<file path="config.mk">
export PLATFORM = sky130hd
export DESIGN_NAME = rtc_timekeeper
export DESIGN_NICKNAME = d
export VERILOG_FILES = /design/src/rtl/rtc_timekeeper.sv
export SDC_FILE = /design/constraint.sdc
export NUM_CORES = 1
export LEC_CHECK = 0
export CAP_MARGIN = 20
export CORE_ASPECT_RATIO = 0.75
export CORE_MARGIN = 5
export CORE_UTILIZATION = 52
export DETAILED_ROUTE_END_ITERATION = 12
export PLACE_DENSITY = 0.81
export SETUP_SLACK_MARGIN = 0.1
export SYNTH_ARGS = -nofsm -noshare
export SYNTH_HDL_FRONTEND = slang
export SYNTH_SLANG_ARGS = --single-unit
</file>
<file path="constraint.sdc">
create_clock -name clk -period 2.7 [get_ports clk]
set_input_delay 0.81 -clock clk [delete_from_list [all_inputs] [get_ports clk]]
set_output_delay 0.81 -clock clk [all_outputs]
set_load 0.01 [all_outputs]
</file>
<file path="src/rtl/rtc_timekeeper.sv">
// Real-time clock core: prescaled one-second tick, validated HH:MM:SS load, 12/24 h display.
// Optional alarm logic is built only when RTC_ALARM_EN is defined.
module rtc_timekeeper #(
  parameter int TICK_DIV = 100000000
) (
  input  logic       clk,
  input  logic       rst,
  input  logic       run,
  input  logic       mode_12h,
  input  logic       load,
  input  logic [4:0] load_h,
  input  logic [5:0] load_m,
  input  logic [5:0] load_s,
  input  logic       alarm_set,
  input  logic [4:0] alarm_h,
  input  logic [5:0] alarm_m,
  input  logic       alarm_on,
  input  logic       alarm_clr,
  output logic [4:0] hours,
  output logic [5:0] mins,
  output logic [5:0] secs,
  output logic       pm,
  output logic       sec_tick,
  output logic       day_wrap,
  output logic       load_err,
  output logic       alarm
);

  localparam int DIV_W = (TICK_DIV > 1) ? $clog2(TICK_DIV) : 1;
  localparam logic [DIV_W-1:0] DIV_LAST = DIV_W'(TICK_DIV - 1);

  // Maps the internal 0..23 hour onto the selected display format.
  function automatic logic [4:0] disp_hour(input logic [4:0] h24, input logic fmt12);
    if (!fmt12)
      return h24;
    if (h24 == 5'd0)
      return 5'd12;
    if (h24 > 5'd12)
      return h24 - 5'd12;
    return h24;
  endfunction

  logic [DIV_W-1:0] r_div;
  logic [4:0]       r_hr;
  logic [5:0]       r_min;
  logic [5:0]       r_sec;
  logic             r_sec_tick;
  logic             r_day_wrap;
  logic             r_load_err;

  logic             w_term;
  logic             w_load_ok;
  logic             w_load_acc;
  logic             w_adv;
  logic [4:0]       w_hr_nx;
  logic [5:0]       w_min_nx;
  logic [5:0]       w_sec_nx;
  logic             w_wrap_nx;

  assign w_term     = run && (r_div == DIV_LAST);
  assign w_load_ok  = (load_h <= 5'd23) && (load_m <= 6'd59) && (load_s <= 6'd59);
  assign w_load_acc = load && w_load_ok;
  // An accepted load on the terminal-count cycle swallows that tick.
  assign w_adv      = w_term && !w_load_acc;

  always_comb begin
    w_sec_nx  = r_sec + 6'd1;
    w_min_nx  = r_min;
    w_hr_nx   = r_hr;
    w_wrap_nx = 1'b0;
    if (r_sec == 6'd59) begin
      w_sec_nx = 6'd0;
      if (r_min == 6'd59) begin
        w_min_nx = 6'd0;
        if (r_hr == 5'd23) begin
          w_hr_nx   = 5'd0;
          w_wrap_nx = 1'b1;
        end else begin
          w_hr_nx = r_hr + 5'd1;
        end
      end else begin
        w_min_nx = r_min + 6'd1;
      end
    end
  end

  always_ff @(posedge clk or posedge rst) begin
    if (rst) begin
      r_div      <= '0;
      r_hr       <= '0;
      r_min      <= '0;
      r_sec      <= '0;
      r_sec_tick <= 1'b0;
      r_day_wrap <= 1'b0;
      r_load_err <= 1'b0;
    end else begin
      r_sec_tick <= w_adv;
      r_day_wrap <= w_adv && w_wrap_nx;
      r_load_err <= load && !w_load_ok;
      if (w_load_acc) begin
        r_div <= '0;
        r_hr  <= load_h;
        r_min <= load_m;
        r_sec <= load_s;
      end else if (run) begin
        if (w_term) begin
          r_div <= '0;
          r_hr  <= w_hr_nx;
          r_min <= w_min_nx;
          r_sec <= w_sec_nx;
        end else begin
          r_div <= r_div + 1'b1;
        end
      end
    end
  end

  assign hours    = disp_hour(r_hr, mode_12h);
  assign pm       = (r_hr >= 5'd12);
  assign mins     = r_min;
  assign secs     = r_sec;
  assign sec_tick = r_sec_tick;
  assign day_wrap = r_day_wrap;
  assign load_err = r_load_err;

`ifdef RTC_ALARM_EN
  logic [4:0] r_alm_h;
  logic [5:0] r_alm_m;
  logic       r_alarm;
  logic       w_alm_ok;
  logic       w_alm_hit;

  assign w_alm_ok  = (alarm_h <= 5'd23) && (alarm_m <= 6'd59);
  // Only a real advance can trigger; landing on the alarm time via load does not.
  assign w_alm_hit = w_adv && alarm_on && (w_sec_nx == 6'd0) &&
                     (w_min_nx == r_alm_m) && (w_hr_nx == r_alm_h);

  always_ff @(posedge clk or posedge rst) begin
    if (rst) begin
      r_alm_h <= '0;
      r_alm_m <= '0;
      r_alarm <= 1'b0;
    end else begin
      if (alarm_set && w_alm_ok) begin
        r_alm_h <= alarm_h;
        r_alm_m <= alarm_m;
      end
      if (w_alm_hit)
        r_alarm <= 1'b1;
      else if (alarm_clr)
        r_alarm <= 1'b0;
    end
  end

  assign alarm = r_alarm;
`else
  logic w_unused_alarm;
  assign w_unused_alarm = ^{alarm_set, alarm_h, alarm_m, alarm_on, alarm_clr};
  assign alarm = 1'b0;
`endif

endmodule

</file>
==> insert_results.sql <==
INSERT INTO impl_metrics (metric_group, metric, value, unit) VALUES
('worst_setup_path', 'timing.critical_path.cells', 'buf_4, inv_1, ha_1, nand4b_1, inv_1, nor2_1, dlygate4sd2_1', ''),
('detailed_routing', 'detail_route.vias_per_cell', '5.71', ''),
('timing', 'timing.final.setup_violations', '0', ''),
('outcome', 'status', 'finished, final reports clean', ''),
('die', 'core-area', '0.00532', 'sq mm'),
('grt', 'track_usage', '0.207', ''),
('die', 'floorplan.die.height', '74.1', 'um'),
('worst_setup_path', 'worstSetupPathType', 'reg2out', ''),
('worst_setup_path', 'critical_path.endpoint_type', 'primary output', ''),
('synth', 'synth-seq-area-share', '0.412', ''),
('synth', 'yosys.area.top_type', 'sky130_fd_sc_hd__dfrtp_1', ''),
('clock_tree', 'clockRootBuffer', 'sky130_fd_sc_hd__clkbuf_8', ''),
('synth', 'synth.ff_latch_count', '47', ''),
('detailed_routing', 'drtIter0Drc', '162', ''),
('layout', 'final_instance_count_excl_fillers', '458', ''),
('synth', 'post_synth_instance_area', '0.00285', 'sq mm'),
('clock_tree', 'clk_pin_slew', '0.08', 'ns'),
('worst_setup_path', 'cp_data_arrival_time', '1.71', 'ns'),
('power', 'cellInternalPower', '0.00122', 'W'),
('clock_tree', 'worstSkewPairLatency', '0.30', 'ns'),
('timing', 'final-hold-violation-count', '0', ''),
('flow_run', 'cap_violations', '0', ''),
('power', 'switch_pwr', '0.000479', 'W'),
('placed_design', 'placed_cells', '449', ''),
('layout', 'finish.instance_area', '0.00358', 'sq mm'),
('synth', 'synth-warning-count', '0', ''),
('layout', 'layout-area-overhead-vs-synth', '25.5', '%'),
('timing', 'highest_achievable_clock_rate', '397', 'MHz'),
('worst_setup_path', 'cpMaxStageDelayCell', 'sky130_fd_sc_hd__dfrtp_1', ''),
('power', 'power.clock.fraction', '0.293', ''),
('worst_hold_path', 'hold_path_class', 'reg2reg', ''),
('clock_tree', 'clock_tree_from_tritoncts', 'yes', ''),
('worst_hold_path', 'whs_endpoint', 'r_div[26]', ''),
('worst_setup_path', 'ff2ff_path_depth', '6', ''),
('detailed_routing', 'vias', '2613', ''),
('power', 'overall_power', '0.00170', 'W'),
('worst_setup_path', 'critical_path.max_stage_delay', '0.40', 'ns'),
('power', 'vdd.ir_drop.worst', '0.286', 'mV'),
('worst_hold_path', 'timing.hold.worst_path_depth', '1', ''),
('placed_design', 'numPortBuffers', '42', ''),
('grt', 'grt_max_degree', '36', ''),
('synth', 'synth_enable_flop_cells', '0', ''),
('worst_setup_path', 'r2r-end', 'r_div[26]', ''),
('detailed_routing', 'routed_wirelength', '6.90', 'mm'),
('clock_tree', 'clock_path_buffers', '2', ''),
('timing', 'timing.clock.skew', '0.00747', 'ns'),
('clock_tree', 'cts-hold-fix-buffers', '0', ''),
('detailed_routing', 'route.antenna.remaining_nets', '0', ''),
('synth', 'synth.distinct_cells', '49', ''),
('grt', 'grt_antenna_before_repair', '0', ''),
('timing', 'rsz0062_at_grt', 'yes', ''),
('detailed_routing', 'drt-pass1-iter-count', '4', ''),
('worst_setup_path', 'cpLargestDelayFamily', 'buffers and inverters', ''),
('clock_tree', 'clkSinkCount', '47', ''),
('synth', 'ys_top_cells_by_count', '47 x sky130_fd_sc_hd__dfrtp_1, 47 x sky130_fd_sc_hd__nor2_1, 29 x sky130_fd_sc_hd__nand2_1', ''),
('worst_setup_path', 'worstPathRequired', '1.89', 'ns'),
('synth', 'cell_types_occupying_the_most_area_after_synthesis', 'sky130_fd_sc_hd__dfrtp_1 41%, sky130_fd_sc_hd__nor2_1 6.2%, sky130_fd_sc_hd__xnor2_1 4.3%', ''),
('timing', 'finalCritPeriodShare', '0.934', ''),
('power', 'pwr-share-seq', '0.470', ''),
('worst_setup_path', 'timing.critical_path.from_type', 'flip-flop', ''),
('layout', 'nNetsFinal', '427', ''),
('synth', 'yosysTopAreaCellShare', '0.412', ''),
('die', 'num_rows', '23', ''),
('power', 'power.share.combinational', '0.237', ''),
('worst_hold_path', 'timing.hold.worst.start', 'r_div[26]', ''),
('synth', 'post_synthesis_net_count', '374', ''),
('grt', 'grt_pass1_vias', '2438', ''),
('worst_setup_path', 'timing.critical_path.buf_inv', '4', ''),
('synth', 'share_of_synthesized_flip_flops_with_an_asynchronous_set_or_reset', '1.00', ''),
('die', 'start_util', '0.536', ''),
('die', 'die_w', '95.5', 'um');
## cell usage in the layout, fill, tap and decap left out, types with 4 or more instances in the layout
cell type,Yosys,final
sky130_fd_sc_hd__a21oi_1,7,7
sky130_fd_sc_hd__a31oi_1,16,16
sky130_fd_sc_hd__and3_1,6,6
sky130_fd_sc_hd__and4_1,4,4
sky130_fd_sc_hd__buf_4,1,19
sky130_fd_sc_hd__clkbuf_8,0,5
sky130_fd_sc_hd__clkdlybuf4s50_1,0,36
sky130_fd_sc_hd__dfrtp_1,47,47
sky130_fd_sc_hd__dlygate4sd2_1,0,4
sky130_fd_sc_hd__ha_1,8,6
sky130_fd_sc_hd__inv_1,10,8
sky130_fd_sc_hd__nand2_1,29,29
sky130_fd_sc_hd__nand3_1,17,17
sky130_fd_sc_hd__nand4_1,11,11
sky130_fd_sc_hd__nand4b_1,4,4
sky130_fd_sc_hd__nor2_1,47,47
sky130_fd_sc_hd__nor2b_1,5,5
sky130_fd_sc_hd__nor3_1,15,15
sky130_fd_sc_hd__nor4_1,4,4
sky130_fd_sc_hd__o21ai_0,16,14
sky130_fd_sc_hd__or3_1,8,8
sky130_fd_sc_hd__or4_1,5,5
sky130_fd_sc_hd__xnor2_1,14,14
## power by group through the flow
stage / Combinational, W / Sequential [W] / Clock (W)
final: 0.000403 / 0.000799 / 0.000498
after CTS: 0.000394 / 0.000797 / 0.000509
after floorplan: 0.000194 / 0.000814 / 0
after global routing: 0.000445 / 0.000807 / 0.000530
after global placement: 0.000387 / 0.000809 / 0
after detailed placement: 0.000398 / 0.000812 / 0
## sequential cells by signal, indices dropped and copies added, names as in the netlist
register	flops
load_err	1
mins	6
day_wrap	1
sec_tick	1
r_hr	5
r_div	27
secs	6
## cell families (layout without fill, tap and decap cells)
logic type	after synthesis	count (layout)	share of synthesized area
buffers and inverters	27	80	0.0421
AO/OA/AOI/OAI	53	53	0.115
multiplexers	4	4	0.0145
other	1	1	0.00132
adder cells (fa/ha/maj)	8	8	0.0351
flip-flops	47	47	0.412
AND/OR/NAND/NOR	173	173	0.327
XOR/XNOR	17	17	0.0522
## worst max-delay path by stage
stage / startpoint / to / cells after the start
after detailed placement: mode_12h / hours[4] / 6
final: r_hr[2] / hours[1] / 7
after CTS: r_hr[0] / pm / 4
after floorplan: run / r_hr[2] / 8
after global placement: mode_12h / hours[4] / 6
after global routing: r_hr[1] / hours[2] / 7
## what timing repair did
item,CTS,global route
setup endpoints to repair,6,5
gates resized for setup,9,5
pin swaps,0,2
buffers inserted,1,1
## per-stage QoR
| stage | setup slack (ns) | utilization |
|---|---|---|
| CTS | 0.130 | 0.668 |
| global route | 0.0832 | 0.672 |
| finish | 0.178 | 0.672 |
| floorplan | 0.390 | - |
| detailed placement | -0.343 | 0.648 |
| global placement | -0.334 | 0.648 |
## area by class of cell
class                           count  area [sq um]
Clock inverter                      1          30.0
Clock buffer                        6          72.6
Inverter                           10          37.5
Tap cell                           75          93.8
Timing Repair Buffer               63           599
Sequential cell                    47          1180
Multi-Input combinational cell    256          1570
Fill cell                         447          1740
## per-layer routing
layer,global-route usage,up-vias,share of wire
met4,0.0568,0,0.010
met5,0,-,0
li1,-,1298,-
met3,0.0556,8,0.065
met1,0.300,1242,0.48
met2,0.309,65,0.44
(Power assumes the default switching activity.)
